File: src/rtl/sipo_latch_loader_pkg.sv
// sipo_latch_loader_pkg: shared state encoding and default sizing for the SIPO latch loader.
package sipo_latch_loader_pkg;
    localparam int DEF_WIDTH     = 8;
    localparam int DEF_EN_CYCLES = 2;
    typedef enum logic [2:0] {IDLE, SHIFT, PARITY, SETUP, STROBE, HOLD} state_t;
endpackage

File: src/rtl/sipo_latch_loader_if.sv
// sipo_latch_loader_if: serial input and latch-bank output bundle of the SIPO latch loader.
interface sipo_latch_loader_if
    import sipo_latch_loader_pkg::*;
#(
    parameter int WIDTH = DEF_WIDTH
);
    logic             start;
    logic             sdi;
    logic             sdi_valid;
    logic [WIDTH-1:0] latch_d;
    logic             latch_en;
    logic             busy;
    logic             done;
    logic             err;
    modport master (output start, sdi, sdi_valid, input latch_d, latch_en, busy, done, err);
    modport slave  (input start, sdi, sdi_valid, output latch_d, latch_en, busy, done, err);
endinterface

File: src/rtl/sipo_latch_loader_shift_reg.sv
// sipo_shift_reg: MSB-first shift register with bit counter and running even parity.
module sipo_shift_reg #(
    parameter int WIDTH = 8,
    parameter int CW    = $clog2(WIDTH)
) (
    input  logic             clk,
    input  logic             rst,
    input  logic             clr,
    input  logic             shift,
    input  logic             sdi,
    output logic [WIDTH-1:0] q,
    output logic [CW-1:0]    cnt,
    output logic             par
);
    always_ff @(posedge clk or posedge rst) begin
        if (rst) begin
            q   <= '0;
            cnt <= '0;
            par <= 1'b0;
        end else if (clr) begin
            q   <= '0;
            cnt <= '0;
            par <= 1'b0;
        end else if (shift) begin
            q   <= {q[WIDTH-2:0], sdi};
            cnt <= cnt + 1'b1;
            par <= par ^ sdi;
        end
    end
endmodule

File: src/rtl/sipo_latch_loader.sv
// sipo_latch_loader: assembles a serial word and strobes it into a latch bank with setup/hold margins.
// Define PARITY_EN to expect an even-parity bit after each word and report mismatches on err.
module sipo_latch_loader
    import sipo_latch_loader_pkg::*;
#(
    parameter int WIDTH     = DEF_WIDTH,
    parameter int EN_CYCLES = DEF_EN_CYCLES
) (
    input logic                clk,
    input logic                rst,
    sipo_latch_loader_if.slave bus
);
    localparam int CW = $clog2(WIDTH);
    localparam int EW = $clog2(EN_CYCLES + 1);

    state_t           state;
    logic [EW-1:0]    ecnt;
    logic [WIDTH-1:0] q;
    logic [WIDTH-1:0] d_q;
    logic [CW-1:0]    cnt;
    logic             par;
    logic             en_q;
    logic             done_q;
    logic             shift;
    logic             last;

    assign shift = (state == SHIFT) && bus.sdi_valid;
    assign last  = shift && (cnt == CW'(WIDTH - 1));

    sipo_shift_reg #(.WIDTH(WIDTH), .CW(CW)) u_sr (
        .clk  (clk),
        .rst  (rst),
        .clr  ((state == IDLE) && bus.start),
        .shift(shift),
        .sdi  (bus.sdi),
        .q    (q),
        .cnt  (cnt),
        .par  (par)
    );

`ifdef PARITY_EN
    logic err_q;
    assign bus.err = err_q;
`else
    logic unused_ok;
    assign unused_ok = ^{q[WIDTH-1], par};
    assign bus.err   = 1'b0;
`endif

    assign bus.latch_d  = d_q;
    assign bus.latch_en = en_q;
    assign bus.done     = done_q;
    assign bus.busy     = state != IDLE;

    // latch_d only moves on SETUP entry, so it is settled a full cycle before latch_en rises
    always_ff @(posedge clk or posedge rst) begin
        if (rst) begin
            state  <= IDLE;
            ecnt   <= '0;
            d_q    <= '0;
            en_q   <= 1'b0;
            done_q <= 1'b0;
`ifdef PARITY_EN
            err_q  <= 1'b0;
`endif
        end else begin
            done_q <= 1'b0;
`ifdef PARITY_EN
            err_q  <= 1'b0;
`endif
            case (state)
                IDLE:   if (bus.start) state <= SHIFT;
                SHIFT:  if (last) begin
`ifdef PARITY_EN
                    state <= PARITY;
`else
                    state <= SETUP;
                    d_q   <= {q[WIDTH-2:0], bus.sdi};
`endif
                end
`ifdef PARITY_EN
                PARITY: if (bus.sdi_valid) begin
                    if (bus.sdi == par) begin
                        state <= SETUP;
                        d_q   <= q;
                    end else begin
                        state <= IDLE;
                        err_q <= 1'b1;
                    end
                end
`endif
                SETUP: begin
                    state <= STROBE;
                    en_q  <= 1'b1;
                    ecnt  <= '0;
                end
                STROBE: if (ecnt == EW'(EN_CYCLES - 1)) begin
                    state  <= HOLD;
                    en_q   <= 1'b0;
                    done_q <= 1'b1;
                end else begin
                    ecnt <= ecnt + 1'b1;
                end
                HOLD:    state <= IDLE;
                default: state <= IDLE;
            endcase
        end
    end
endmodule

File: src/flat_wrapper.sv
// flat-port wrapper written by rule: the top's interface ports become plain ports
module sipo_latch_loader_flat import sipo_latch_loader_pkg::*;
#(
    parameter int WIDTH     = DEF_WIDTH,
    parameter int EN_CYCLES = DEF_EN_CYCLES
)
  (clk, rst, bus_start, bus_sdi, bus_sdi_valid, bus_latch_d, bus_latch_en, bus_busy, bus_done, bus_err);
  sipo_latch_loader_if #(.WIDTH(WIDTH)) bus_i ();
  input logic clk;
  input logic rst;
  input wire logic [$bits(bus_i.start)-1:0] bus_start;
  input wire logic [$bits(bus_i.sdi)-1:0] bus_sdi;
  input wire logic [$bits(bus_i.sdi_valid)-1:0] bus_sdi_valid;
  output wire logic [$bits(bus_i.latch_d)-1:0] bus_latch_d;
  output wire logic [$bits(bus_i.latch_en)-1:0] bus_latch_en;
  output wire logic [$bits(bus_i.busy)-1:0] bus_busy;
  output wire logic [$bits(bus_i.done)-1:0] bus_done;
  output wire logic [$bits(bus_i.err)-1:0] bus_err;
  assign bus_i.start = bus_start;
  assign bus_i.sdi = bus_sdi;
  assign bus_i.sdi_valid = bus_sdi_valid;
  assign bus_latch_d = bus_i.latch_d;
  assign bus_latch_en = bus_i.latch_en;
  assign bus_busy = bus_i.busy;
  assign bus_done = bus_i.done;
  assign bus_err = bus_i.err;
  sipo_latch_loader #(.WIDTH(WIDTH), .EN_CYCLES(EN_CYCLES)) u_core (.clk(clk), .rst(rst), .bus(bus_i));
endmodule
File: config.mk
export PLATFORM = sky130hd
export DESIGN_NAME = sipo_latch_loader_flat
export DESIGN_NICKNAME = d
export VERILOG_FILES = /design/src/rtl/sipo_latch_loader_pkg.sv /design/src/rtl/sipo_latch_loader_if.sv /design/src/rtl/sipo_latch_loader_shift_reg.sv /design/src/rtl/sipo_latch_loader.sv /design/src/flat_wrapper.sv
export SDC_FILE = /design/constraint.sdc
export NUM_CORES = 1
export LEC_CHECK = 0
export ABC_AREA = 0
export CAP_MARGIN = 20
export CORE_MARGIN = 1.5
export CORE_UTILIZATION = 50
export DETAILED_ROUTE_END_ITERATION = 16
export PLACE_DENSITY = 0.75
export SYNTH_ARGS = -nofsm -noshare
export SYNTH_HDL_FRONTEND = slang
export SYNTH_SLANG_ARGS = --single-unit
File: constraint.sdc
create_clock -name clk -period 2.6 [get_ports clk]
set_input_delay 0.65 -clock clk [delete_from_list [all_inputs] [get_ports clk]]
set_output_delay 0.65 -clock clk [all_outputs]
set_load 0.05 [all_outputs]
[Word level (Yosys, flattened, before mapping)]
Cells that the tools add are included.
Word-level totals
  flip-flop bits (word level): 25
  bits of input ports: 5
  logic and storage cells: 43
Cells by class
  reductions and logical operators: 11
  muxes and demuxes: 14
  add/sub/neg operators: 2
  eq/ne operators: 9
Operators with widths (number)
  $mux 3: 5
  $mux 7: 2
  $pmux 3 s4: 1
  $eq 3x3->1 const B: 2
  $reduce_and 2->1: 3
  $ne 2x1->1 const B: 2
  $ne 2x2->1 const B: 2
  $pmux 2 s2: 1
  $reduce_bool 2->1: 2
  $add 3x1->3 const B: 1
  $eq 3x1->1 const B: 1
  $eq 3x2->1 const B: 1
  $logic_and 1x1->1: 3
  $logic_not 3->1: 1
  $mux 1: 3
  $reduce_and 3->1: 1
  $reduce_bool 3->1: 1
  $add 2x1->2 const B: 1
  $eq 2x1->1 const B: 1
  $mux 2: 1
  $pmux 1 s2: 1

[Logic depth before layout (Yosys ltp)]
Gate-level depths: netlist of the first run.
  word-level depth: 5
  gate-level depth with buffers: 5
  depth with buffers taken out: 5

[Modules after synthesis]
A second synthesis of the first run with hierarchy kept.
Second synthesis, totals
  cell total of the unflattened synthesis: 98
  area, all modules: 1233.7 µm²
Modules (own cells, without submodules)
  sipo_latch_loader: cells each 55, area each 700.7 µm², instances 1
  sipo_shift_reg: cells each 43, area each 533.0 µm², instances 1

[Least setup slack after synthesis of the first run]
Ideal clock, no wire load.
  path kind: register to output
  start point: reg u_core.state[2]
  end point: out bus_busy
  path slack: 0.822 ns
  stages on the path, launching flop included: 3
  buffers on the path: 1
  arrival time: 1.128 ns
  cell sequence: dfrtp_1 clkbuf_1 or3_1
On the way
  cells in the longest elaborated chain, start to end: 1
Ends and longest elaborated chain
  start: declaration: RTL line sipo_latch_loader.sv:16  | state_t state;
  start signal: assignment: RTL line sipo_latch_loader.sv:58  | state <= IDLE;
  start signal: assignment: RTL line sipo_latch_loader.sv:72  | IDLE: if (bus.start) state <= SHIFT;
  start signal: assignment: RTL line sipo_latch_loader.sv:77  | state <= SETUP;
  $reduce_bool 3->1: RTL line sipo_latch_loader.sv:53  | assign bus.busy = state != IDLE;
  end: declaration: RTL line flat_wrapper.sv:16  | output wire logic [$bits(bus_i.busy)-1:0] bus_busy;
Every way passes these cells.

[Final worst setup path of the first run]
Same ends and word-level chain as after synthesis.

==> results of run 1 <==
==> worst max path at each step <==
stage / slack [ns] / end / startpoint / cells past startpoint
6_report: 0.44 / bus_busy / u_core.state[2] / 2
5_1_grt: 0.35 / bus_busy / u_core.state[2] / 2
4_1_cts: 0.04 / bus_busy / u_core.state[2] / 2
3_5_place_dp: 0.40 / bus_busy / u_core.state[2] / 2
3_3_place_gp: 0.41 / bus_busy / u_core.state[2] / 2
2_1_floorplan: 0.82 / bus_busy / u_core.state[2] / 2
==> registers in the layout, indices dropped and copies added (netlist names) <==
register	flops
u_core.state	3
u_core.bus.latch_en	1
u_core.ecnt	2
u_core.bus.done	1
u_core.bus.latch_d	8
u_core.u_sr.q	7
u_core.u_sr.cnt	3
==> final cells by class <==
| cell class | instances | area [sq um] |
|---|---|---|
| Clock buffer | 3 | 22.5 |
| Clock inverter | 1 | 5.00 |
| Fill cell | 142 | 742 |
| Inverter | 3 | 11.3 |
| Multi-Input combinational cell | 46 | 382 |
| Sequential cell | 25 | 626 |
| Tap cell | 27 | 33.8 |
| Timing Repair Buffer | 16 | 160 |
==> cell usage after synthesis <==
master    instances
mux2_4            1
or3_1             2
clkbuf_1          1
mux2_2            8
mux2i_1           1
nand2_1           2
nor3_1            2
nor4b_1           1
nand2_4           1
a22o_1            9
nand2b_1          1
a211oi_1          3
conb_1            1
buf_2             1
ha_1              3
buf_6             1
nor2_1            3
inv_1             3
nor4bb_1          1
o21ai_0           2
a21oi_1           4
and4bb_4          1
dfrtp_1          25
buf_4             3
==> cells in the final DEF (no fill, tap or decap), types with 2 or more instances in the layout <==
master,count
a211oi_1,3
or3_1,2
nor3_1,2
o21ai_0,2
a22o_1,9
dfrtp_1,25
clkdlybuf4s50_1,14
a21oi_1,4
nand2_1,2
mux2_2,8
nor2_1,3
clkbuf_4,3
inv_1,3
ha_1,3
==> power groups by stage <==
stage / Sequential [mW] / Combinational [mW] / Clock [mW]
after floorplan: 0.764 / 0.300 / 0
after global placement: 0.617 / 0.584 / 0
after detailed placement: 0.620 / 0.597 / 0
after CTS: 0.616 / 0.599 / 0.171
after global routing: 0.634 / 0.632 / 0.186
final: 0.614 / 0.592 / 0.166
==> cells by family (layout without fill, tap and decap cells) <==
| kind of cell | count (synthesis) | after routing | share of synthesized area (%) |
|---|---|---|---|
| DFF | 25 | 25 | 59.0 |
| AOI/OAI and AO/OA | 18 | 18 | 12.4 |
| and+or+nand+nor | 14 | 14 | 8.85 |
| muxes | 10 | 10 | 10.8 |
| buffers and inverters | 9 | 23 | 5.07 |
| adders and majority gates | 3 | 3 | 3.54 |
| other | 1 | 1 | 0.353 |
==> routing by layer <==
metal,part of all wire [%],wire [um],up-vias
met1,50,828,326
met3,4.2,70,4
met5,0,0,-
met4,1.4,23,0
met2,44,725,16
li1,-,-,313
==> through the flow <==
| step | worst slack, ns | area (sq um) | util [%] | cells |
|---|---|---|---|---|
| 3_3_place_gp | 0.411 | 1210 | 61.0 | 117 |
| 5_1_grt | 0.351 | 1240 | 62.6 | 121 |
| 3_5_place_dp | 0.398 | 1210 | 61.0 | 117 |
| 6_report | 0.437 | 1240 | 62.6 | 121 |
| 4_1_cts | 0.0409 | 1240 | 62.4 | 121 |
| 2_1_floorplan | 0.822 | 1060 | - | 80 |
==> impl_metrics.csv, run 1 <==
group,metric,value,unit
routing,vias,659,
power_and_ir_drop,vdd_drop_max,737,uV
die,rows,16,
critical_path,arrival,1.51,ns
global_routing,grt_max_degree,15,
global_routing,grt_pass1_vias,643,
timing,hold_viol_final,0,
timing,fmax,462,MHz
power_and_ir_drop,p_leak,0.582,nW
routing,drt_wl_total,1650,um
critical_path,critPathSlowestCell,"dfrtp_1",
critical_path,cp-end-kind,"primary output",
hold_path,holdCritPathClass,"reg -> reg",
synth,syn-num-nets,88,
synth,syn-cell-area,1060,sq um
place,portBuffers,15,
final_layout,area_growth,16.9,%
clock_tree,cts_root_buffer,"clkbuf_4",
clock_tree,cts_max_level,1,
synth,syn_inst,80,
die,io-pin-count,17,
critical_path,critPathTopFamily,"flip-flops",
power_and_ir_drop,p_seq_share,44.8,%
clock_tree,cts_made_buffers,3,
place,hpwl,1150,um
clock_tree,insertion_delay,0.31,ns
global_routing,globalRouteMet3Util,4.29,%
critical_path,critical_path.cell_chain,"or3_1, dlymetal6s2s_1",
synth,post-synth-top-area-fraction,59.0,%
routing,drc_errors,0,
timing,whs,0.517,ns
power_and_ir_drop,power_density,1110,nW/um^2
clock_tree,clkTransAtPathRegs,0.13,ns
critical_path,cp-start-kind,"register",
routing,ant_nets,0,
critical_path,worst-path-max-fanout,12,
timing,rsz0062_at_grt,"false",
critical_path,critPathKind,"reg -> out",
timing,tightest_slew,0.499,ns
hold_path,hold_end,"u_core.bus.latch_d[6]",
timing,skew,0.00111,ns
final_layout,drive_gt1_share,17.0,%
timing,tns,0,ns
synth,syn_avg_cell_area,13.3,sq um
power_and_ir_drop,total_power,1.37,mW
timing,setup_violations,0,
run,drv_cap,0,
critical_path,cp_num_buf_inv,1,
synth,synth_top_cell_by_area,"dfrtp_1",
synth,synth_area_leaders,"dfrtp_1 59%, mux2_2 8.5%, a22o_1 7.4%",
die,die_w,49.1,um
routing,drtIter0Drc,9,
timing,period_share,83.2,%
global_routing,gr-total-overflow,0,
power_and_ir_drop,internal_power,824,uW
power_and_ir_drop,p_sw_share,40.0,%
routing,wire_per_inst,13.6,um
routing,drtPass1Iterations,4,
global_routing,grt_pass1_wl,2920,um
critical_path,rr_worst_depth,3,
timing,maxSlewHeadroom,66.7,%
synth,ys.warnings.count,0,
timing,fin_crit,2.16,ns
global_routing,grt_most_used_layer,"met1",
critical_path,worstPathRequired,1.95,ns
synth,yosysUniqueCellTypes,24,
clock_tree,cts_buffer_depth,2,
global_routing,grt_usage,16.0,%
synth,seq_area_frac_synth,59.0,%
synth,ys_ff_latch,25,
critical_path,slowest_delay,0.50,ns
die,floorplan.initialDensity,53.5,%
die,die_h,49.1,um
die,fp.coreArea,1980,sq um
global_routing,antenna_found_initial,0,
clock_tree,cts.sinks,25,
status,status,"finished clean",
hold_path,worstHoldStart,"u_core.bus.latch_d[6]",
power_and_ir_drop,p_comb_share,43.1,%
routing,routed_via_density,5.45,
place,place_congestion,0.707,
clock_tree,ctsHoldBuffers,0,
critical_path,r2r_start,"u_core.state[0]",
global_routing,grt_use_met2,22.1,%
die,dieArea,2410,sq um
final_layout,diodes,0,
global_routing,grtUsageMet1,24.2,%
timing,drv_slew,0,
clock_tree,post_cts.repair.setup_buffers,0,
critical_path,r2r_end,"u_core.u_sr.cnt[0]",
critical_path,ff2ff_setup_slack,1.04,ns
clock_tree,cts_tree,"done",
power_and_ir_drop,power_frac_clock,12.1,%
final_layout,final_nets,103,
power_and_ir_drop,p_sw,548,uW
hold_path,hold_depth,1,
clock_tree,ctsResizeCount,0,
(Power assumes the default switching activity.)
==> run 2: changes to the inputs <==
clock period = 2.2 ns   (was 2.6 ns; I/O delays follow)
==> run 2 against run 1 <==
Global-route usage increased by 0.10 points. Via count decreased by 2.1%. Register-to-register slack got worse by 0.39 ns. Largest power group unchanged.
==> impl_metrics.csv, run 2 (synthesized netlist as in run 1, its figures left out) <==
group,metric,value,unit
status,status,"finished clean",
timing,maxSlewHeadroom,65.3,%
die,rows,16,
global_routing,grt_max_degree,26,
critical_path,cp-end-kind,"primary output",
power_and_ir_drop,power_density,1320,nW/um^2
die,die_h,49.1,um
global_routing,globalRouteMet3Util,3.37,%
die,die_w,49.1,um
critical_path,critPathKind,"reg -> out",
final_layout,final_cell_mix,"25 x dfrtp_1, 14 x clkdlybuf4s50_1, 9 x a22o_1",
final_layout,area_growth,16.6,%
routing,drtPass1Iterations,4,
critical_path,arrival,1.50,ns
timing,setup_violations,0,
die,floorplan.initialDensity,53.5,%
final_layout,design_area,1240,sq um
run,drv_cap,0,
routing,ant_nets,0,
place,place_congestion,0.704,
final_layout,largest_register_ffs,8,
final_layout,final_nets,103,
clock_tree,cts_tree,"done",
clock_tree,cts_max_level,1,
clock_tree,cts_buffer_depth,2,
timing,drv_slew,0,
clock_tree,clkTransAtPathRegs,0.14,ns
critical_path,critPathSlowestCell,"clkdlybuf4s50_1",
routing,drtIter0Drc,12,
routing,vias,645,
power_and_ir_drop,total_power,1.64,mW
critical_path,cp_num_buf_inv,1,
global_routing,grt_use_met2,24.1,%
global_routing,grt_pass1_wl,2950,um
timing,skew,0.00944,ns
timing,fin_crit,2.05,ns
clock_tree,insertion_delay,0.32,ns
timing,hold_viol_final,0,
critical_path,worstPathRequired,1.65,ns
clock_tree,cts.sinks,25,
critical_path,cp-start-kind,"register",
timing,tightest_slew,0.519,ns
final_layout,layout_commonest_cell,"dfrtp_1",
global_routing,grt_usage,16.1,%
global_routing,grt_pass1_vias,638,
final_layout,drive_gt1_share,18.1,%
die,fp.coreArea,1980,sq um
timing,rsz0062_at_grt,"false",
routing,drt_wl_total,1720,um
die,dieArea,2410,sq um
power_and_ir_drop,p_leak,0.577,nW
critical_path,critical_path.cell_chain,"clkdlybuf4s50_1",
clock_tree,ctsResizeCount,0,
die,io-pin-count,17,
timing,whs,0.527,ns
timing,period_share,93.2,%
power_and_ir_drop,vdd_drop_max,776,uV
critical_path,slowest_delay,0.80,ns
critical_path,worst-path-max-fanout,3,
routing,routed_via_density,5.33,
routing,drc_errors,0,
clock_tree,ctsHoldBuffers,0,
global_routing,gr-total-overflow,0,
routing,wire_per_inst,14.2,um
clock_tree,post_cts.repair.setup_buffers,0,
timing,tns,0,ns
critical_path,critPathTopFamily,"buffers and inverters",
clock_tree,cts_made_buffers,3,
place,portBuffers,15,
timing,fmax,488,MHz
final_layout,diodes,0,
clock_tree,cts_root_buffer,"clkbuf_4",
global_routing,grtUsageMet1,22.5,%
global_routing,grt_most_used_layer,"met2",
place,postPlaceCellArea,1210,sq um
global_routing,antenna_found_initial,0,
hold_path,holdCritPathClass,"reg -> reg",
## run 2: through the flow
stage	instances	util (%)	worst slack, ns
after global routing	121	62.4	0.0790
after floorplan	80	-	0.522
final	121	62.4	0.149
after detailed placement	117	60.9	0.190
after CTS	121	62.4	0.137
after global placement	117	60.9	0.215
## run 2: layout make-up
cell class	instances	area [sq um]
Sequential cell	25	626
Clock buffer	3	22.5
Fill cell	147	744
Multi-Input combinational cell	46	382
Timing Repair Buffer	16	155
Clock inverter	1	7.51
Inverter	3	11.3
Tap cell	27	33.8
## run 2: path summary, 6_finish.rpt
| path | cells past startpoint | slack [ns] | startpoint | end |
|---|---|---|---|---|
| max | 1 | 0.15 | u_core.bus.latch_en | bus_latch_en |
| min | 1 | 0.53 | u_core.u_sr.q[6] | u_core.u_sr.q[6] |
| max reg2reg | 3 | 0.65 | u_core.state[0] | u_core.u_sr.cnt[0] |
| min reg2reg | 1 | 0.53 | u_core.u_sr.q[6] | u_core.u_sr.q[6] |
| max in group asynchronous | 3 | 1.40 | rst | u_core.state[0] |
| min in group asynchronous | 3 | 0.56 | rst | u_core.bus.latch_d[6] |
## run 2: layer usage
layer / vias to the layer above / wire (um) / part of all wire [%]
li1: 316 / - / -
met1: 312 / 893 / 52
met2: 17 / 749 / 43
met3: 0 / 80 / 4.6
met4: 0 / 0 / 0
met5: - / 0 / 0
## run 2: power by group
part           leakage, nW  switching [mW]  internal [mW]
registers            0.325           0.127          0.608
logic                0.238           0.401          0.296
clock network       0.0139           0.134         0.0694
total                0.577           0.662          0.974
==> run 3: changes to the inputs <==
CAP_MARGIN = not set   (was 20)
CORE_ASPECT_RATIO = 1.75   (was not set)
CORE_UTILIZATION = 40   (was 50)
PLACE_DENSITY = not set   (was 0.75)
==> run 3 against run 2 <==
Combinational power barely moved. Worst setup slack improved by 0.070 ns. Die area rose by 24%. Via count rose by 3.9%. Core utilization fell by 12 points. Final cell count did not move. Routed wire length rose by 4.1%. Register-to-register slack barely moved.
==> impl_metrics.csv, run 3 (synthesized netlist as in run 1, its figures left out) <==
group,metric,value,unit
place,place_congestion,0.743,
global_routing,grt_pass1_wl,3170,um
timing,setup_violations,0,
die,die_w,41.9,um
timing,period_share,90.0,%
clock_tree,insertion_delay,0.26,ns
hold_path,holdCritPathClass,"reg -> reg",
timing,fin_crit,1.98,ns
critical_path,cp-start-kind,"register",
run,drv_cap,0,
clock_tree,cts_tree,"done",
critical_path,arrival,1.43,ns
place,place_ws,0.175,ns
clock_tree,cts_made_buffers,3,
place,portBuffers,15,
place,hpwl,1290,um
timing,hold_viol_final,0,
final_layout,area_growth,18.6,%
critical_path,ff2ff_setup_slack,0.65,ns
final_layout,layout_commonest_cell,"dfrtp_1",
final_layout,diodes,0,
critical_path,cp_num_buf_inv,1,
routing,ant_nets,0,
critical_path,worst-path-max-fanout,3,
global_routing,grt_usage,14.1,%
die,dieArea,2980,sq um
final_layout,largest_register_ffs,8,
critical_path,startpoint,"u_core.bus.latch_en",
timing,tightest_slew,0.500,ns
timing,whs,0.509,ns
timing,maxSlewHeadroom,66.6,%
critical_path,critical_path.cell_chain,"clkdlybuf4s50_1",
status,status,"finished clean",
critical_path,critical_path_cell_count,1,
clock_tree,post_cts.repair.setup_buffers,0,
global_routing,grt_max_degree,15,
power_and_ir_drop,power_density,1340,nW/um^2
critical_path,cp-endpoint,"bus_latch_en",
power_and_ir_drop,p_leak,0.591,nW
critical_path,critPathTopFamily,"buffers and inverters",
die,io-pin-count,17,
clock_tree,cts.sinks,25,
clock_tree,ctsResizeCount,0,
die,rows,24,
timing,rsz0062_at_grt,"false",
clock_tree,ctsHoldBuffers,0,
critical_path,r2r_start,"u_core.state[0]",
routing,drt_wl_total,1790,um
routing,vias,670,
clock_tree,cts_buffer_depth,2,
final_layout,finish.utilization,50.5,%
critical_path,r2r_end,"u_core.u_sr.cnt[0]",
hold_path,hold_depth,1,
clock_tree,clkTransAtPathRegs,0.08,ns
routing,routed_via_density,5.54,
routing,wire_per_inst,14.8,um
routing,drtPass1Iterations,4,
global_routing,antenna_found_initial,0,
global_routing,gr-total-overflow,0,
power_and_ir_drop,total_power,1.69,mW
global_routing,grt_pass1_vias,691,
critical_path,cp-end-kind,"primary output",
timing,skew,0.00491,ns
final_layout,final_cell_mix,"25 x dfrtp_1, 14 x clkdlybuf4s50_1, 9 x a22o_1",
routing,drtIter0Drc,16,
final_layout,drive_gt1_share,17.9,%
die,fp.coreArea,2490,sq um
critical_path,rr_worst_depth,3,
power_and_ir_drop,vdd_drop_max,563,uV
critical_path,critPathKind,"reg -> out",
timing,fin_ws,0.219,ns
critical_path,worstPathRequired,1.65,ns
timing,drv_slew,0,
clock_tree,cts_max_level,1,
routing,drc_errors,0,
critical_path,critPathSlowestCell,"clkdlybuf4s50_1",
timing,tns,0,ns
final_layout,final_nets,104,
die,floorplan.initialDensity,42.6,%
clock_tree,cts_root_buffer,"clkbuf_8",
critical_path,slowest_delay,0.81,ns
timing,fmax,505,MHz
die,die_h,71.1,um
[run 3: cell count changes in the layout (fill, tap and decap cells not counted)]
| cell | change |
|---|---|
| clkbuf_8 | +3 |
| buf_4 | +1 |
| clkbuf_4 | -3 |
| clkinvlp_4 | -1 |
| clkbuf_1 | +1 |
[run 3: how the worst min path moves through the flow]
stage | from | to
global route | u_core.u_sr.cnt[1] | u_core.u_sr.cnt[1]
floorplan | u_core.u_sr.q[6] | u_core.u_sr.q[6]
global placement | u_core.u_sr.cnt[1] | u_core.u_sr.cnt[1]
CTS | u_core.bus.latch_d[6] | u_core.bus.latch_d[6]
finish | u_core.bus.latch_d[7] | u_core.bus.latch_d[7]
detailed placement | u_core.bus.latch_d[6] | u_core.bus.latch_d[6]
[run 3: layer usage]
| layer | track usage [%] | vias to the layer above | part of all wire (%) | routed length [um] |
|---|---|---|---|---|
| li1 | - | 314 | - | - |
| met2 | 22.2 | 19 | 50 | 900 |
| met4 | 8.60 | 0 | 2.1 | 38 |
| met5 | 0 | - | 0 | 0 |
| met1 | 18.1 | 333 | 43 | 777 |
| met3 | 2.30 | 4 | 4.2 | 76 |
[run 3: where the power goes]
part	leakage [nW]	switching, mW	total, mW	internal, mW
clock network	0.0228	0.132	0.262	0.129
registers	0.325	0.123	0.732	0.610
logic	0.242	0.401	0.698	0.297
[run 3: layout make-up]
type                       count  area (sq um)
multi-input combinational     46           382
inverter                       3          11.3
timing repair buffer          17           163
fill                         232          1230
sequential                    25           626
tap                           26          32.5
clock buffer                   4          45.0
[run 3: stage by stage]
| step | cell area [sq um] | instances |
|---|---|---|
| floorplan | 1060 | 80 |
| global placement | 1210 | 117 |
| global route | 1260 | 121 |
| detailed placement | 1210 | 117 |
| CTS | 1260 | 121 |
| finish | 1260 | 121 |
